### config.mk
export PLATFORM = sky130hd
export DESIGN_NAME = seq_signed_divider_flat
export DESIGN_NICKNAME = d
export VERILOG_FILES = /design/src/rtl/div_pkg.sv /design/src/rtl/seq_signed_divider_if.sv /design/src/rtl/sgn_mag.sv /design/src/rtl/seq_signed_divider.sv /design/src/flat_wrapper.sv
export SDC_FILE = /design/constraint.sdc
export NUM_CORES = 1
export LEC_CHECK = 0
export ABC_AREA = 1
export CAP_MARGIN = 20
export CORE_ASPECT_RATIO = 2
export CORE_MARGIN = 3
export CORE_UTILIZATION = 45
export CTS_CLUSTER_SIZE = 30
export DETAILED_ROUTE_END_ITERATION = 8
export GPL_TIMING_DRIVEN = 0
export PLACE_DENSITY = 0.66
export SLEW_MARGIN = 10
export SYNTH_ARGS = -nofsm -noshare
export SYNTH_HDL_FRONTEND = slang
export SYNTH_SLANG_ARGS = --single-unit
### constraint.sdc
create_clock -name clk -period 3.9 [get_ports clk]
set_input_delay 0.585 -clock clk [delete_from_list [all_inputs] [get_ports clk]]
set_output_delay 0.585 -clock clk [all_outputs]
set_load 0.02 [all_outputs]
### src/rtl/div_pkg.sv
// div_pkg: shared widths, state encoding and saturation limits for the signed divider
package div_pkg;
    localparam int W = 8;
    localparam int WD = 2 * W;
    localparam int ITERS = WD;
    localparam int CW = $clog2(ITERS);
    typedef enum logic [1:0] {IDLE, ITER, FIX, DONE} div_state_t;
    localparam logic [W-1:0] Q_MAX = 8'h7F;
    localparam logic [W-1:0] Q_MIN = 8'h80;
endpackage

### src/rtl/seq_signed_divider_if.sv
// seq_signed_divider_if: start/done operand and result bundle for the divider
interface seq_signed_divider_if
    import div_pkg::*;
();
    logic start;
    logic [WD-1:0] dividend;
    logic [W-1:0] divisor;
    logic [W-1:0] quotient;
    logic [W-1:0] remainder;
    logic busy;
    logic done;
    logic div0;
    logic ovf;
    modport master (
        output start, dividend, divisor,
        input quotient, remainder, busy, done, div0, ovf
    );
    modport slave (
        input start, dividend, divisor,
        output quotient, remainder, busy, done, div0, ovf
    );
endinterface

### src/rtl/sgn_mag.sv
// sgn_mag: absolute value or conditional negate, one bit wider so the most negative input is exact
module sgn_mag #(
    parameter int N = 8
) (
    input logic [N-1:0] x,
    input logic sext,
    input logic neg,
    output logic [N:0] y
);
    logic [N:0] e;
    // extend as signed or unsigned, then negate when asked
    always_comb begin
        e = {sext & x[N-1], x};
        y = neg ? -e : e;
    end
endmodule

### src/rtl/seq_signed_divider.sv
// seq_signed_divider: 16/8 signed restoring divider, one quotient bit per cycle, then sign fix-up
module seq_signed_divider
    import div_pkg::*;
(
    input logic clk,
    input logic reset,
    seq_signed_divider_if.slave bus
);
    div_state_t state;
    logic [CW-1:0] cnt;
    logic [WD-1:0] q;
    logic [W:0] rem;
    logic [W:0] dmag;
    logic [W:0] dsr_abs;
    logic [W:0] r_s;
    logic [WD:0] dvd_abs;
    logic [WD:0] q_s;
    logic [W+1:0] rem_sh;
    logic [W+1:0] trial;
    logic [W-1:0] dlo;
    logic neg_n;
    logic neg_d;
    logic q_fit;
    logic unused_bits;

    sgn_mag #(.N(WD)) u_dvd (.x(bus.dividend), .sext(1'b1), .neg(bus.dividend[WD-1]), .y(dvd_abs));
    sgn_mag #(.N(W)) u_dsr (.x(bus.divisor), .sext(1'b1), .neg(bus.divisor[W-1]), .y(dsr_abs));
    sgn_mag #(.N(WD)) u_quo (.x(q), .sext(1'b0), .neg(neg_n ^ neg_d), .y(q_s));
    sgn_mag #(.N(W)) u_rem (.x(rem[W-1:0]), .sext(1'b0), .neg(neg_n), .y(r_s));

    // trial subtraction of the shifted partial remainder; the top bit of trial is its sign
    always_comb begin
        rem_sh = {rem, q[WD-1]};
        trial = rem_sh - {1'b0, dmag};
        q_fit = (&q_s[WD:W-1]) | ~(|q_s[WD:W-1]);
        unused_bits = ^{dvd_abs[WD], r_s[W], rem_sh[W+1]};
    end

    // control FSM: latch magnitudes, iterate 16 times, fix signs and flags, then hold results
    always_ff @(posedge clk) begin
        if (!reset) begin
            state <= IDLE;
            cnt <= '0;
            q <= '0;
            rem <= '0;
            dmag <= '0;
            dlo <= '0;
            neg_n <= 1'b0;
            neg_d <= 1'b0;
            bus.quotient <= '0;
            bus.remainder <= '0;
            bus.busy <= 1'b0;
            bus.done <= 1'b0;
            bus.div0 <= 1'b0;
            bus.ovf <= 1'b0;
        end else begin
            case (state)
                IDLE, DONE: begin
                    if (bus.start) begin
                        neg_n <= bus.dividend[WD-1];
                        neg_d <= bus.divisor[W-1];
                        q <= dvd_abs[WD-1:0];
                        dmag <= dsr_abs;
                        dlo <= bus.dividend[W-1:0];
                        rem <= '0;
                        cnt <= '0;
                        bus.busy <= 1'b1;
                        bus.done <= 1'b0;
                        state <= ITER;
                    end
                end
                ITER: begin
                    q <= {q[WD-2:0], ~trial[W+1]};
                    rem <= trial[W+1] ? rem_sh[W:0] : trial[W:0];
                    cnt <= cnt + 1'b1;
                    state <= (cnt == CW'(ITERS - 1)) ? FIX : ITER;
                end
                FIX: begin
                    bus.div0 <= (dmag == '0);
                    bus.ovf <= (dmag != '0) & ~q_fit;
                    bus.quotient <= (dmag == '0) ? {W{1'b1}} :
                                    q_fit ? q_s[W-1:0] : (q_s[WD] ? Q_MIN : Q_MAX);
                    bus.remainder <= (dmag == '0) ? dlo : r_s[W-1:0];
                    bus.busy <= 1'b0;
                    bus.done <= 1'b1;
                    state <= DONE;
                end
                default: state <= IDLE;
            endcase
        end
    end
endmodule

### src/flat_wrapper.sv
// flat-port wrapper written by rule: the top's interface ports become plain ports
module seq_signed_divider_flat import div_pkg::*;
  (clk, reset, bus_start, bus_dividend, bus_divisor, bus_quotient, bus_remainder, bus_busy, bus_done, bus_div0, bus_ovf);
  seq_signed_divider_if bus_i ();
  input logic clk;
  input logic reset;
  input wire logic [$bits(bus_i.start)-1:0] bus_start;
  input wire logic [$bits(bus_i.dividend)-1:0] bus_dividend;
  input wire logic [$bits(bus_i.divisor)-1:0] bus_divisor;
  output wire logic [$bits(bus_i.quotient)-1:0] bus_quotient;
  output wire logic [$bits(bus_i.remainder)-1:0] bus_remainder;
  output wire logic [$bits(bus_i.busy)-1:0] bus_busy;
  output wire logic [$bits(bus_i.done)-1:0] bus_done;
  output wire logic [$bits(bus_i.div0)-1:0] bus_div0;
  output wire logic [$bits(bus_i.ovf)-1:0] bus_ovf;
  assign bus_i.start = bus_start;
  assign bus_i.dividend = bus_dividend;
  assign bus_i.divisor = bus_divisor;
  assign bus_quotient = bus_i.quotient;
  assign bus_remainder = bus_i.remainder;
  assign bus_busy = bus_i.busy;
  assign bus_done = bus_i.done;
  assign bus_div0 = bus_i.div0;
  assign bus_ovf = bus_i.ovf;
  seq_signed_divider u_core (.clk(clk), .reset(reset), .bus(bus_i));
endmodule
==> qor.yml <==
synthesis:
  synth-edff-count: 0
  yosysTopAreaCell: "dfxtp_1"
  synth_fp_nets: 734
  async_flop_share: 0
  synth_area_leaders: "dfxtp_1 (31%), nand2_1 (12%), inv_1 (7.7%)"
  ys_types: 44
  synth_xor_area_frac: 0.0413
  synth_top_family_by_area: "simple AND/OR/NAND/NOR gates"
  syn_inst: 690
  synth-main-ff-cell: "dfxtp_1"
  avgSynthCellArea_um2: 6.46
  synth-seq-cells: 70
  yosysWarnings: 0
  synth_compound_area_frac: 0.207
  synth_mux_area_frac: 0
  yosysMostFrequentCell: "nand2_1"
  ys_seq_area_frac: 0.314
  yosysTopAreaCellShare: 0.314
  synth_fa_ha_area_frac: 0.0494
  synth_common_cells: "nand2_1 (144), inv_1 (91), nor2_1 (83)"
  syn_area_um2: 4460
  synthSimpleGateAreaFrac: 0.285
hold_path:
  min_from: "u_core.bus.remainder[7]"
  min_to: "u_core.bus.remainder[7]"
  min_path_type: "register to register"
  holdPathStages: 2
clocking:
  cts_root_buffer: "clkbuf_16"
  cts_hold_buf: 0
  cts_tree: "done"
  clk_pin_slew_ps: 60
  clk_latency_ps: 330
  post_cts_buffers: 0
  h-tree-depth: 3
  numClockSinks: 70
  cts_made_buffers: 9
  ctsLongestPathBuffers: 2
  post_cts_resized: 0
die:
  ios: 47
  core_area_um2: 9510
  start_util: 0.469
  die_area_um2: 11200
  die_h_um: 147
  fp-row-count: 50
  die_w_um: 76.4
run_status:
  status: "finished clean"
timing:
  layout_min_cycle_time_ps: 2580
  final_max_slew_viol_count: 0
  fmax_mhz: 388
  tns_ps: 0
  fin_skew_ps: 5.13
  hold_viol: 0
  rsz0062_at_grt: "no"
  slew_headroom: 0.567
  tightest_slew_ps: 647
  worst_hold_slack_ps: 465
  post-route-period-util: 0.660
  setup_viol: 0
detailed_routing:
  ant_nets: 0
  viasPerCell: 5.37
  drc_errors: 0
  avgRoutedWirePerCell_um: 16.4
  dr.pass1.iters: 4
  num_vias: 4722
  wirelength_mm: 14.5
  dr.first_iter.drc_count: 251
finish:
  regArea_um2: 1400
  fin_nets: 790
  fillerInstances: 988
  syn_to_final_growth_pct: 21.0
  drive_above_1_share: 0.0467
  multi_input_comb_area_um2: 2600
  insertedDiodeCount: 0
  final_cell_area_um2: 5390
worst_setup_path:
  worstPathMaxFanout: 10
  r2r_slack_ps: 1340
  reg2regPathDepth: 10
  r2r_start: "u_core.state[0]"
  reg2reg_to: "u_core.q[14]"
  endpoint_kind: "register"
  critPathKind: "primary input to register"
  cp.required_ps: 4170
  cp-start-kind: "primary input"
  worstPathArrival_ps: 2850
placed_design:
  dpl.hpwl_mm: 11.8
  placed_cell_area_um2: 5070
  port_buffers: 45
  globalplace.congestion: 0.938
pwr:
  powerDensity_nw_per_um2: 525
  ir_worst_vdd_v: 0.000395
  p_leak_nw: 2.32
grt:
  grt_max_degree: 12
  grt_pass1_wl_mm: 23.4
  antenna_found_initial: 0
  gr-total-overflow: 0
  grt_pass1_vias: 4788
  grt.total_usage: 0.268
job:
  drv_cap: 0
-- power by group --
part | switching, mW | total, mW | internal [mW]
clock | 0.304 | 0.893 | 0.589
sequential | 0.0828 | 0.862 | 0.779
combinational | 0.694 | 1.07 | 0.380
-- routing by layer --
layer,share of wire,GRT usage,routed length [µm]
met1,0.33,0.235,4770
met2,0.55,0.520,7980
met3,0.027,0.0374,385
met4,0.091,0.224,1320
met5,0,0,0
-- kinds of logic after synthesis --
kind of cell,count (synthesis)
AND/OR/NAND/NOR,301
AO/OA/AOI/OAI,163
buffers and inverters,118
adder cells (fa/ha/maj),17
flip-flops,70
XOR/XNOR,21
-- layout by cell type, fill, tap and decap left out, types with 7 or more instances in the layout --
| cell type | Yosys | routed |
|---|---|---|
| nand3_1 | 40 | 40 |
| clkbuf_1 | 19 | 19 |
| nor3_1 | 13 | 13 |
| dfxtp_1 | 70 | 70 |
| xor2_1 | 14 | 14 |
| clkdlybuf4s50_1 | 0 | 45 |
| clkbuf_16 | 0 | 9 |
| a21oi_1 | 66 | 66 |
| ha_1 | 16 | 16 |
| xnor2_1 | 7 | 7 |
| inv_1 | 91 | 91 |
| o211ai_1 | 18 | 18 |
| nand2_1 | 144 | 144 |
| nor2_1 | 83 | 83 |
| o21ai_0 | 44 | 44 |
| o22ai_1 | 12 | 12 |
-- worst max path at each step --
stage / from / end / slack, ps / cells past startpoint
4_1_cts: bus_start / u_core.q[14] / 1350 / 9
3_3_place_gp: bus_start / u_core.q[14] / 1030 / 9
6_report: bus_start / u_core.q[14] / 1320 / 9
2_1_floorplan: u_core.dmag[7] / u_core.rem[5] / 1970 / 12
5_1_grt: u_core.state[0] / u_core.q[14] / 1090 / 10
3_5_place_dp: bus_start / u_core.q[14] / 1010 / 9
-- critical path, stage by stage --
cell and delay (ps):
clkdlybuf4s50_1 440, nand2_1 320, inv_1 160, a21oi_2 300, clkinv_1 330, buf_2 290, o22ai_1 260, a21oi_1 70
nor2_1 100
-- flip-flops by register name (all words and copies together), names as in the netlist --
name                  count
u_core.bus.ovf            1
u_core.bus.div0           1
u_core.rem                9
u_core.bus.quotient       8
u_core.q                 16
u_core.cnt                4
u_core.bus.done           1
u_core.dmag               9
u_core.bus.remainder      8
u_core.bus.busy           1
u_core.neg_d              1
u_core.neg_n              1
u_core.state              2
u_core.dlo                8
-- cell type report --
type,count,area share
plain buffers,23,0.0186
flip-flops and latches,70,0.260
clock buffers,11,0.0469
well taps,130,0.0302
multi-input cells,502,0.482
clock inverters,4,0.0130
repair buffers,45,0.0835
inverters,95,0.0661
-- through the flow --
stage / std cells / power [mW] / utilization / setup slack (ps)
after global placement: 865 / 1.92 / 0.533 / 1030
after global routing: 880 / 3.03 / 0.567 / 1090
after CTS: 880 / 2.84 / 0.567 / 1350
final: 880 / 2.83 / 0.567 / 1320
after floorplan: 690 / 1.65 / - / 1970
after detailed placement: 865 / 1.95 / 0.533 / 1010
(Power assumes the default switching activity.)
